**src/rtl/arb_mux_nto1.sv**
```systemverilog
// Registered N-to-1 valid/ready mux with fixed-select or round-robin grant.
// Define ARB_MUX_SKID_EN to add a skid entry that registers IN_READY.
module arb_mux_nto1 #(
  parameter int WIDTH = 32,
  parameter int CHANNELS = 4,
  localparam int SEL_W = $clog2(CHANNELS)
) (
  input  logic                      CLK,
  input  logic                      RSTN,
  input  logic [CHANNELS*WIDTH-1:0] IN_DATA,
  input  logic [CHANNELS-1:0]       IN_VALID,
  output logic [CHANNELS-1:0]       IN_READY,
  input  logic [SEL_W-1:0]          CONTROL,
  input  logic                      MODE,
  output logic [WIDTH-1:0]          OP,
  output logic                      OP_VALID,
  input  logic                      OP_READY,
  output logic [SEL_W-1:0]          OP_CHAN
);

  logic [SEL_W-1:0] ptr;
  logic [SEL_W-1:0] grant;
  logic [SEL_W-1:0] next_ptr;
  logic [SEL_W-1:0] k;
  logic             grant_ok;
  logic             can_load;
  logic             ready_en;
  logic             accept;
  logic [WIDTH-1:0] grant_data;
  int               idx;

`ifdef ARB_MUX_SKID_EN
  logic             skid_full;
  logic [WIDTH-1:0] skid_data;
  logic [SEL_W-1:0] skid_chan;
`endif

  assign can_load = ~OP_VALID | OP_READY;

`ifdef ARB_MUX_SKID_EN
  assign ready_en = ~skid_full;
`else
  assign ready_en = can_load;
`endif

  // Round-robin scans downward so the lowest offset from ptr wins.
  always_comb begin
    grant    = '0;
    grant_ok = 1'b0;
    idx      = 0;
    k        = '0;
    if (!MODE) begin
      grant    = CONTROL;
      grant_ok = int'(CONTROL) < CHANNELS;
    end else begin
      for (int i = CHANNELS - 1; i >= 0; i--) begin
        idx = int'(ptr) + i;
        if (idx >= CHANNELS)
          idx = idx - CHANNELS;
        k = SEL_W'(idx);
        if (IN_VALID[k]) begin
          grant    = k;
          grant_ok = 1'b1;
        end
      end
    end
  end

  assign grant_data = IN_DATA[grant*WIDTH +: WIDTH];
  assign accept     = RSTN & grant_ok & ready_en & IN_VALID[grant];
  assign next_ptr   = (grant == SEL_W'(CHANNELS - 1)) ? '0 : grant + 1'b1;

  always_comb begin
    IN_READY = '0;
    if (RSTN && grant_ok)
      IN_READY[grant] = ready_en;
  end

  always_ff @(posedge CLK) begin
    if (!RSTN) begin
      OP       <= '0;
      OP_VALID <= 1'b0;
      OP_CHAN  <= '0;
      ptr      <= '0;
`ifdef ARB_MUX_SKID_EN
      skid_full <= 1'b0;
      skid_data <= '0;
      skid_chan <= '0;
`endif
    end else begin
`ifdef ARB_MUX_SKID_EN
      if (can_load) begin
        if (skid_full) begin
          OP        <= skid_data;
          OP_CHAN   <= skid_chan;
          OP_VALID  <= 1'b1;
          skid_full <= 1'b0;
        end else begin
          OP_VALID <= accept;
          if (accept) begin
            OP      <= grant_data;
            OP_CHAN <= grant;
          end
        end
      end else if (accept) begin
        skid_data <= grant_data;
        skid_chan <= grant;
        skid_full <= 1'b1;
      end
`else
      if (can_load) begin
        OP_VALID <= accept;
        if (accept) begin
          OP      <= grant_data;
          OP_CHAN <= grant;
        end
      end
`endif
      if (accept && MODE)
        ptr <= next_ptr;
    end
  end

endmodule
```
**config.mk**
```make
export PLATFORM = sky130hd
export DESIGN_NAME = arb_mux_nto1
export DESIGN_NICKNAME = d
export VERILOG_FILES = /design/src/rtl/arb_mux_nto1.sv
export SDC_FILE = /design/constraint.sdc
export NUM_CORES = 1
export LEC_CHECK = 0
export ABC_AREA = 1
export BUFFER_PORTS_ARGS = -buffer_cell sky130_fd_sc_hd__buf_4
export CORE_UTILIZATION = 40
export CTS_BUF_LIST = sky130_fd_sc_hd__clkbuf_8
export DETAILED_ROUTE_END_ITERATION = 7
export GPL_TIMING_DRIVEN = 0
export PLACE_DENSITY_LB_ADDON = 0.05
export SYNTH_ARGS = -nofsm -noshare
export SYNTH_HDL_FRONTEND = slang
export SYNTH_SLANG_ARGS = --single-unit
```
**constraint.sdc**
```tcl
create_clock -name CLK -period 2.45 [get_ports CLK]
set_input_delay 0.3675 -clock CLK [delete_from_list [all_inputs] [get_ports CLK]]
set_output_delay 0.3675 -clock CLK [all_outputs]
set_load 0.01 [all_outputs]
```
==> results of run 1 <==
[path summary, 6_finish.rpt]
| check | startpoint | endpoint | slack [ns] |
|---|---|---|---|
| min | RSTN | OP[2] | 0.37 |
| min reg2reg | OP_CHAN[1] | OP_CHAN[1] | 0.49 |
| max | ptr[0] | IN_READY[3] | 0.01 |
| max reg2reg | ptr[0] | OP[20] | 0.08 |
[power by group]
group | total [mW] | internal (mW) | switching [mW]
Sequential | 0.741 | 0.691 | 0.0504
Combinational | 1.26 | 0.584 | 0.673
Clock | 0.547 | 0.305 | 0.242
Total | 2.54 | 1.58 | 0.965
[through the flow]
| step | util [%] | setup TNS, ns | total power, mW | worst slack (ns) | hold WS [ns] |
|---|---|---|---|---|---|
| final | 71.9 | 0 | 2.54 | 0.0125 | 0.368 |
| after detailed placement | 65.8 | -0.0888 | 1.87 | -0.0888 | 0.472 |
| after floorplan | - | 0 | 1.39 | 0.347 | 0.490 |
| after CTS | 68.8 | -0.00637 | 2.45 | -0.00637 | 0.358 |
| after global placement | 65.8 | -0.0419 | 1.86 | -0.0419 | 0.458 |
| after global routing | 71.9 | -1.84 | 2.71 | -0.106 | 0.370 |
[kinds of logic (layout without fill, tap and decap cells)]
kind of cell,count (synthesis),after routing,share of synthesized area (%)
flops,37,37,29.0
buf+inv,47,240,8.93
simple gates,201,202,32.6
compound gates,135,135,28.9
fa+ha+maj,1,1,0.491
[routing by layer]
layer	wire length [µm]	vias to the layer above	global-route usage, %
met1	3970	1666	34.0
met4	233	0	10.7
met2	5110	142	51.1
met5	0	-	0
met3	686	20	6.56
li1	-	1799	-
[worst reg2reg max path, cell delays in order (launching register included)]
cell and delay, ns:
dfxtp_2 0.34, buf_8 0.13, clkinv_8 0.09, nand2_4 0.07, nand3_2 0.08, nand2_2 0.09, inv_1 0.05, nor2_1 0.08
nor2_1 0.04, nand2_1 0.07, nand3_2 0.11, nand2_4 0.11, buf_4 0.12, buf_6 0.11, nand2_1 0.06, nand3_2 0.11
inv_2 0.07, nor2_4 0.20, buf_6 0.18, o21ai_0 0.08, nor2_1 0.10
[sequential cells by signal, indices dropped and copies added (netlist names)]
name and count:
OP 32, OP_CHAN 2, ptr 2, OP_VALID 1
[cells in the mapped netlist (2+ instances only)]
cell / instances / area [µm²]
buf_2: 11 / 55.1
a21oi_1: 3 / 15.0
dfxtp_1: 37 / 741
nand3_1: 7 / 35.0
nor2_1: 138 / 518
nand3_2: 5 / 50.1
inv_1: 11 / 41.3
o21ai_1: 24 / 120
o22ai_1: 32 / 200
nand2_2: 6 / 37.5
buf_6: 4 / 45.0
clkbuf_1: 13 / 48.8
nand2_1: 40 / 150
nand4_1: 2 / 12.5
inv_2: 5 / 18.8
o21ai_0: 73 / 365
[timing repair]
item | CTS | global route
pin swaps | 2 | 17
setup buffers | 8 | 3
gates cloned | 0 | 2
hold endpoints to repair | 0 | 0
resized for setup | 7 | 61
endpoints found under the setup margin | 4 | 38
[area by class of cell]
cell class,count,area (µm²),area share [%]
multi-input combinational,338,1690,39.0
timing repair buffer,188,1420,32.7
sequential,37,746,17.2
buffer,27,194,4.47
tap,75,93.8,2.16
inverter,17,78.8,1.82
clock buffer,5,68.8,1.59
clock inverter,3,46.3,1.07
==> results.yml, run 1 <==
power_and_ir_drop:
  power.leakage_nw: 2.12
  cellPowerDensity_nw_per_um2: 587
  ir_drop_v: 0.000396
synthesis:
  synth_nets: 560
  synth.yosys.seq_area_share_pct: 29.0
  syn_avg_cell_area_um2: 6.06
  ys.warnings.count: 0
  synth_cell_type_count: 26
  synthFlopType: "dfxtp_1"
  syn-cell-area_um2: 2550
  syn_inst: 421
  synth_edf_count: 0
  ys_ff_latch: 37
  synth-async-reset-ratio_pct: 0
setup_path:
  end_kind: "output port"
  cpLargestDelayFamily: "simple AND/OR/NAND/NOR gates"
  arrival_ns: 2.07
  required_ns: 2.08
  crit_chain: "buf_8 > clkinv_8 > nand2_4 > nand2_4 > nand2_2 > nand2_2 > inv_2 > nand2_1 > nand2_1 > nand2_1 > nand3_2 > nand2_4 > buf_8 > ha_4 > nand2_2 > nor2_1 > buf_4"
  crit_cells: 17
  worstSetupPathType: "reg -> out"
  cp-start-kind: "register"
  reg2reg_depth: 20
  cp_slowest_stage_delay_ns: 0.34
  crit_fanout: 8
  cpMaxStageDelayCell: "dfxtp_2"
  critPathBufInv: 5
grt:
  grt_pass1_vias: 3278
  grt_pass1_wl_um: 14800
  antenna_found_initial: 0
  grt_usage_pct: 29.0
  grt_max_degree: 20
  grt-ovfl-total: 0
sta:
  skew_ns: 0.00412
  final-hold-violation-count: 0
  rsz0062_at_grt: "yes"
  tightestPinTransition_ns: 0.420
  finalMaxSlewViolations: 0
  period_minus_slack_ns: 2.44
  slew-limit-headroom_pct: 72.0
  fmax_mhz: 410
  setup_viol: 0
  fin_crit_sh_pct: 99.5
cts:
  cts_buffer_depth: 2
  cts.clk_slew.worst_paths_ns: 0.08
  insertion_delay_ns: 0.30
  clock_sinks: 37
  cts_tree: "yes"
  hold_buffers: 0
  root_buffer: "clkbuf_8"
  cts_buffers: 5
  htree_levels: 2
floorplan:
  die_area_um2: 6700
  dieHeight_um: 81.8
  rows: 28
  initial_core_util_pct: 42.3
  core_area_um2: 6030
  die_w_um: 81.8
  pin_count: 177
layout:
  syn2layout_area_growth_pct: 70.0
  fin_cells: 690
  final_net_count: 753
  nFillCells: 510
  final_area_um2: 4340
  final_cell_mix: "189 x buf_4, 135 x nor2_1, 70 x o21ai_0"
  n_antenna_cell: 0
  drive_above_1_share_pct: 42.1
  mostFrequentLayoutCell: "buf_4"
placement:
  port_buffers: 176
  gp_congestion: 0.835
  place_area_um2: 3970
  place_inst: 672
  hpwl_um: 7320
run:
  maxCapViolCount: 0
worst_hold_path:
  hold_class: "in -> reg"
  min_path_cells: 3
drt:
  finalWirelength_um: 10000
  wl_per_cell_um: 14.5
  vias: 3627
  via_per_inst: 5.26
  first_iter_violations: 164
  firstDrtPassIters: 4
  post-route-drc-count: 0
  antenna_left: 0
run_status:
  outcome: "finished, final reports clean"
Power figures use the tool's default switching activity.
==> inputs of run 2 (changes only) <==
--- a/config.mk
+++ b/config.mk
@@ -6,7 +6,7 @@
 export NUM_CORES = 1
 export LEC_CHECK = 0
 export ABC_AREA = 1
-export BUFFER_PORTS_ARGS = -buffer_cell sky130_fd_sc_hd__buf_4
+export BUFFER_PORTS_ARGS = -buffer_cell sky130_fd_sc_hd__buf_2
 export CORE_UTILIZATION = 40
 export CTS_BUF_LIST = sky130_fd_sc_hd__clkbuf_8
 export DETAILED_ROUTE_END_ITERATION = 7
==> run 2 against run 1 <==
Clock skew rose by 0.0079 ns. Wire length shrank 1.7%. Sequential share of layout area increased by 1.8 points. Setup slack got worse by 0.014 ns. Core utilization decreased by 7.1 points. Fmax down 0.56%. Highest routed layer unchanged. The flow now finishes with violations (negative setup slack). Cell area is 9.8% lower.
==> results.yml, run 2 (synthesis results as in run 1) <==
sta:
  period_minus_slack_ns: 2.45
  rsz0062_at_grt: "yes"
  final-hold-violation-count: 0
  tightestPinTransition_ns: 0.429
  fmax_mhz: 408
  skew_ns: 0.0120
  finalMaxSlewViolations: 0
  slew-limit-headroom_pct: 71.4
  setup_viol: 1
  worst_slack_ns: -0.00123
  fin_crit_sh_pct: 100
drt:
  wl_per_cell_um: 14.1
  finalWirelength_um: 9830
  post-route-drc-count: 0
  via_per_inst: 5.20
  antenna_left: 0
  firstDrtPassIters: 5
  vias: 3619
  first_iter_violations: 191
setup_path:
  end_kind: "output port"
  worstSetupPathType: "reg -> out"
  required_ns: 2.08
  arrival_ns: 2.08
  cp-start-kind: "register"
  crit_fanout: 8
layout:
  top_regs: "OP (32), OP_CHAN (2), ptr (2)"
  final_net_count: 759
  syn2layout_area_growth_pct: 53.3
  mostFrequentLayoutCell: "buf_2"
  fin_cells: 696
  largest_register_ffs: 32
  n_antenna_cell: 0
  regMostFlops: "OP"
  final_area_um2: 3910
  final_cell_mix: "181 x buf_2, 137 x nor2_1, 71 x o21ai_0"
  post-route-util_pct: 64.9
  drive_above_1_share_pct: 41.7
grt:
  grt_pass1_vias: 3191
  grt-ovfl-total: 0
  grt_max_degree: 20
  grt_pass1_wl_um: 14400
  grt_usage_pct: 27.7
  antenna_found_initial: 0
cts:
  cts_buffer_depth: 2
  clock_sinks: 37
  cts_tree: "yes"
  hold_buffers: 0
  cts.clk_slew.worst_paths_ns: 0.09
  htree_levels: 2
  root_buffer: "clkbuf_8"
  cts_buffers: 5
  insertion_delay_ns: 0.29
power_and_ir_drop:
  p_int_mw: 1.39
  ir_drop_v: 0.000379
  p_switching_uw: 965
  cellPowerDensity_nw_per_um2: 603
  p_comb_share_pct: 50.2
  power.leakage_nw: 2.01
  p_total_mw: 2.36
  p_sw_share_pct: 41.0
  p_clk_share_pct: 18.6
  seqPwrFrac_pct: 31.2
floorplan:
  die_area_um2: 6700
  initial_core_util_pct: 42.3
  core_area_um2: 6030
  dieHeight_um: 81.8
  rows: 28
  pin_count: 177
  die_w_um: 81.8
run:
  maxCapViolCount: 0
run_status:
  outcome: "finished with violations"
  failed_checks: "negative setup slack"
placement:
  place_area_um2: 3520
  post-place-ws_ns: -0.115
  gp_congestion: 0.830
  port_buffers: 176
  hpwl_um: 7160
  place_inst: 672
worst_hold_path:
  hold_class: "in -> reg"
-- run 2: changes by cell type in the layout (fill, tap and decap cells not counted), sizes merged --
cell / before / now
inv: 16 / 17
buf: 203 / 208
bufinv: 1 / 0
clkbuf: 17 / 18
-- run 2: area by class of cell --
cell class              instances  area (µm²)
clock inverters                 3        21.3
clock buffers                   5        68.8
plain buffers                  28         191
flip-flops and latches         37         743
fillers                       605        2120
multi-input cells             338        1680
repair buffers                193        1030
inverters                      17        76.3
well taps                      75        93.8
-- run 2: path summary, 6_finish.rpt --
path / startpoint / to / slack, ns / depth (start not counted)
setup reg to reg: ptr[0] / OP[21] / 0.08 / 14
setup / recovery: ptr[0] / IN_READY[3] / -0.001 / 14
hold / removal: RSTN / OP[2] / 0.40 / 3
hold reg to reg: OP_CHAN[1] / OP_CHAN[1] / 0.49 / 2
-- run 2: metrics by stage --
| step | hold slack (ns) | setup TNS [ns] |
|---|---|---|
| floorplan | 0.490 | 0 |
| global placement | 0.454 | -0.0937 |
| detailed placement | 0.469 | -0.115 |
| CTS | 0.381 | 0 |
| global route | 0.406 | -1.04 |
| finish | 0.398 | -0.00123 |
-- run 2: worst max-delay path, stage by stage, from the launching register on --
cell	delay (ns)
dfxtp_2	0.32
buf_6	0.14
inv_8	0.06
nand2_2	0.06
nand2_2	0.06
nand2_2	0.07
nand2_2	0.06
inv_2	0.08
nand3_2	0.08
a22oi_4	0.30
clkinv_4	0.15
ha_4	0.19
nand2_2	0.06
nor2_1	0.04
buf_2	0.14
-- run 2: timing repair --
action / 4_1_cts / 5_1_grt
setup endpoints to repair: 4 / 37
resized for setup: 6 / 60
setup buffers: 6 / 8
gates cloned: 0 / 4
pin swaps: 3 / 13
-- run 2: power groups by stage --
stage | logic [mW] | registers (mW) | clock network (mW)
floorplan | 0.603 | 0.786 | 0
global placement | 1.00 | 0.743 | 0
detailed placement | 1.02 | 0.744 | 0
CTS | 1.05 | 0.733 | 0.444
global route | 1.30 | 0.746 | 0.470
finish | 1.18 | 0.735 | 0.440
-- run 2: per-layer routing --
metal | GRT usage (%) | routed length, µm | vias to the layer above
met5 | 0 | 0 | -
met4 | 7.19 | 201 | 0
met3 | 5.56 | 648 | 20
met2 | 50.7 | 4890 | 149
met1 | 32.4 | 4090 | 1641
li1 | - | - | 1809
==> inputs of run 3 (changes only) <==
--- a/config.mk
+++ b/config.mk
@@ -10,7 +10,6 @@
 export CORE_UTILIZATION = 40
 export CTS_BUF_LIST = sky130_fd_sc_hd__clkbuf_8
 export DETAILED_ROUTE_END_ITERATION = 7
-export GPL_TIMING_DRIVEN = 0
 export PLACE_DENSITY_LB_ADDON = 0.05
 export SYNTH_ARGS = -nofsm -noshare
 export SYNTH_HDL_FRONTEND = slang
==> run 3 against run 2 <==
The flow now finishes without violations. Cell count decreased by 2.4%. Sequential share of layout area increased by 0.75 points. Die area unchanged. Critical path type unchanged. Register-to-register slack improved by 0.15 ns. Wire length decreased by 7.8%. Global-route usage decreased by 0.58 points. Clock-buffer cell count unchanged.
==> results.yml, run 3 (synthesis results as in run 1) <==
setup_path:
  crit_fanout: 8
  cp_slowest_stage_delay_ns: 0.41
  arrival_ns: 1.98
  cpLargestDelayFamily: "simple AND/OR/NAND/NOR gates"
  crit_top_cell: "nand2_1"
  crit_chain: "inv_6 > nand2_1 > nand2_2 > nand2_1 > nand2_2 > inv_2 > nand3_2 > a22oi_4 > inv_2 > ha_1 > nand2_1 > nor2_1 > buf_2"
  cpMaxStageDelayCell: "dfxtp_4"
  critPathBufInv: 4
  required_ns: 2.08
  cp-start-kind: "register"
  worstSetupPathType: "reg -> out"
  end_kind: "output port"
cts:
  clock_sinks: 37
  insertion_delay_ns: 0.29
  cts_buffer_depth: 2
  cts_tree: "yes"
  hold_buffers: 0
  cts_buffers: 5
  htree_levels: 2
  root_buffer: "clkbuf_8"
  cts.clk_slew.worst_paths_ns: 0.07
layout:
  top_regs: "OP (32), OP_CHAN (2), ptr (2)"
  mostFrequentLayoutCell: "buf_2"
  regMostFlops: "OP"
  final_net_count: 742
  largest_register_ffs: 32
  final_cell_mix: "176 x buf_2, 135 x nor2_1, 72 x o21ai_0"
  drive_above_1_share_pct: 40.4
  n_antenna_cell: 0
  syn2layout_area_growth_pct: 48.0
  post-route-util_pct: 62.6
  fin_cells: 679
power_and_ir_drop:
  p_total_mw: 2.27
  power.leakage_nw: 1.97
  cellPowerDensity_nw_per_um2: 601
  ir_drop_v: 0.000344
grt:
  gr-usage-met2_pct: 48.9
  antenna_found_initial: 0
  grt_usage_pct: 27.1
  grt_util_met3_pct: 5.78
  grt_pass1_vias: 3127
  grtUsageMet1_pct: 30.6
  grt_max_degree: 36
  grt-ovfl-total: 0
  grt-busiest-layer: "met2"
  grt_pass1_wl_um: 14000
drt:
  firstDrtPassIters: 4
  finalWirelength_um: 9060
  via_per_inst: 5.15
  first_iter_violations: 112
  post-route-drc-count: 0
  antenna_left: 0
  vias: 3495
  wl_per_cell_um: 13.3
placement:
  port_buffers: 176
  gp_congestion: 0.830
  place_inst: 655
  hpwl_um: 6190
floorplan:
  dieHeight_um: 81.8
  rows: 28
  die_area_um2: 6700
  initial_core_util_pct: 42.3
  die_w_um: 81.8
  pin_count: 177
  core_area_um2: 6030
sta:
  setup_tns_ns: 0
  finalMaxSlewViolations: 0
  fin_crit_sh_pct: 95.9
  period_minus_slack_ns: 2.35
  skew_ns: 0.00475
  slew-limit-headroom_pct: 75.6
  hold_slack_ns: 0.396
  final-hold-violation-count: 0
  setup_viol: 0
  fmax_mhz: 426
  tightestPinTransition_ns: 0.365
run:
  maxCapViolCount: 0
worst_hold_path:
  hold_class: "in -> reg"
run_status:
  outcome: "finished, final reports clean"
-- run 3: report_power, final --
group	internal, mW	switching [mW]
clock	0.193	0.219
sequential	0.691	0.0490
combinational	0.475	0.639
-- run 3: worst paths after layout --
kind / end / cells after the start / slack, ns / startpoint
worst max-delay path: IN_READY[3] / 13 / 0.10 / ptr[0]
worst min-delay path: OP_VALID / 4 / 0.40 / OP_READY
worst max register to register: OP[0] / 19 / 0.23 / ptr[0]
worst min register to register: OP_CHAN[0] / 2 / 0.47 / OP_CHAN[0]
-- run 3: worst register-to-register path: stages, from the launching register on --
cell,delay (ns)
dfxtp_4,0.41
inv_6,0.06
nand2_1,0.07
nand2_2,0.06
nand2_1,0.07
nand2_2,0.07
inv_2,0.08
nand2_1,0.05
nand2_1,0.06
nand2_2,0.06
nand3_4,0.12
nand2_8,0.09
buf_4,0.15
nand2_1,0.07
nand3_2,0.10
nand2_2,0.10
nor2_4,0.05
buf_4,0.17
o21ai_0,0.19
nor2_1,0.05
-- run 3: metal layers --
metal  wire length [µm]  vias to the layer above
met1               3840                     1565
li1                   -                     1778
met2               4490                      133
met4                217                        0
met5                  0                        -
met3                506                       19
-- run 3: per-stage QoR --
stage	cell area (µm²)	setup WS [ns]
finish	3770	0.101
global route	3770	-0.0289
CTS	3620	0.0118
detailed placement	3470	0.127
global placement	3470	0.167
floorplan	2550	0.347
-- run 3: what timing repair did --
item | CTS | global route
buffers inserted | 0 | 13
gates resized for setup | 6 | 13
cloned | 2 | 1
endpoints found under the setup margin | 3 | 5
pin swaps | 1 | 10
endpoints found under the hold margin | 0 | 0
-- run 3: area by class of cell --
cell class,count,area [µm²]
sequential,37,746
clock inverter,3,13.8
timing repair buffer,204,1150
multi-input combinational,338,1630
tap,75,93.8
inverter,17,76.3
clock buffer,5,68.8
fill,583,2250
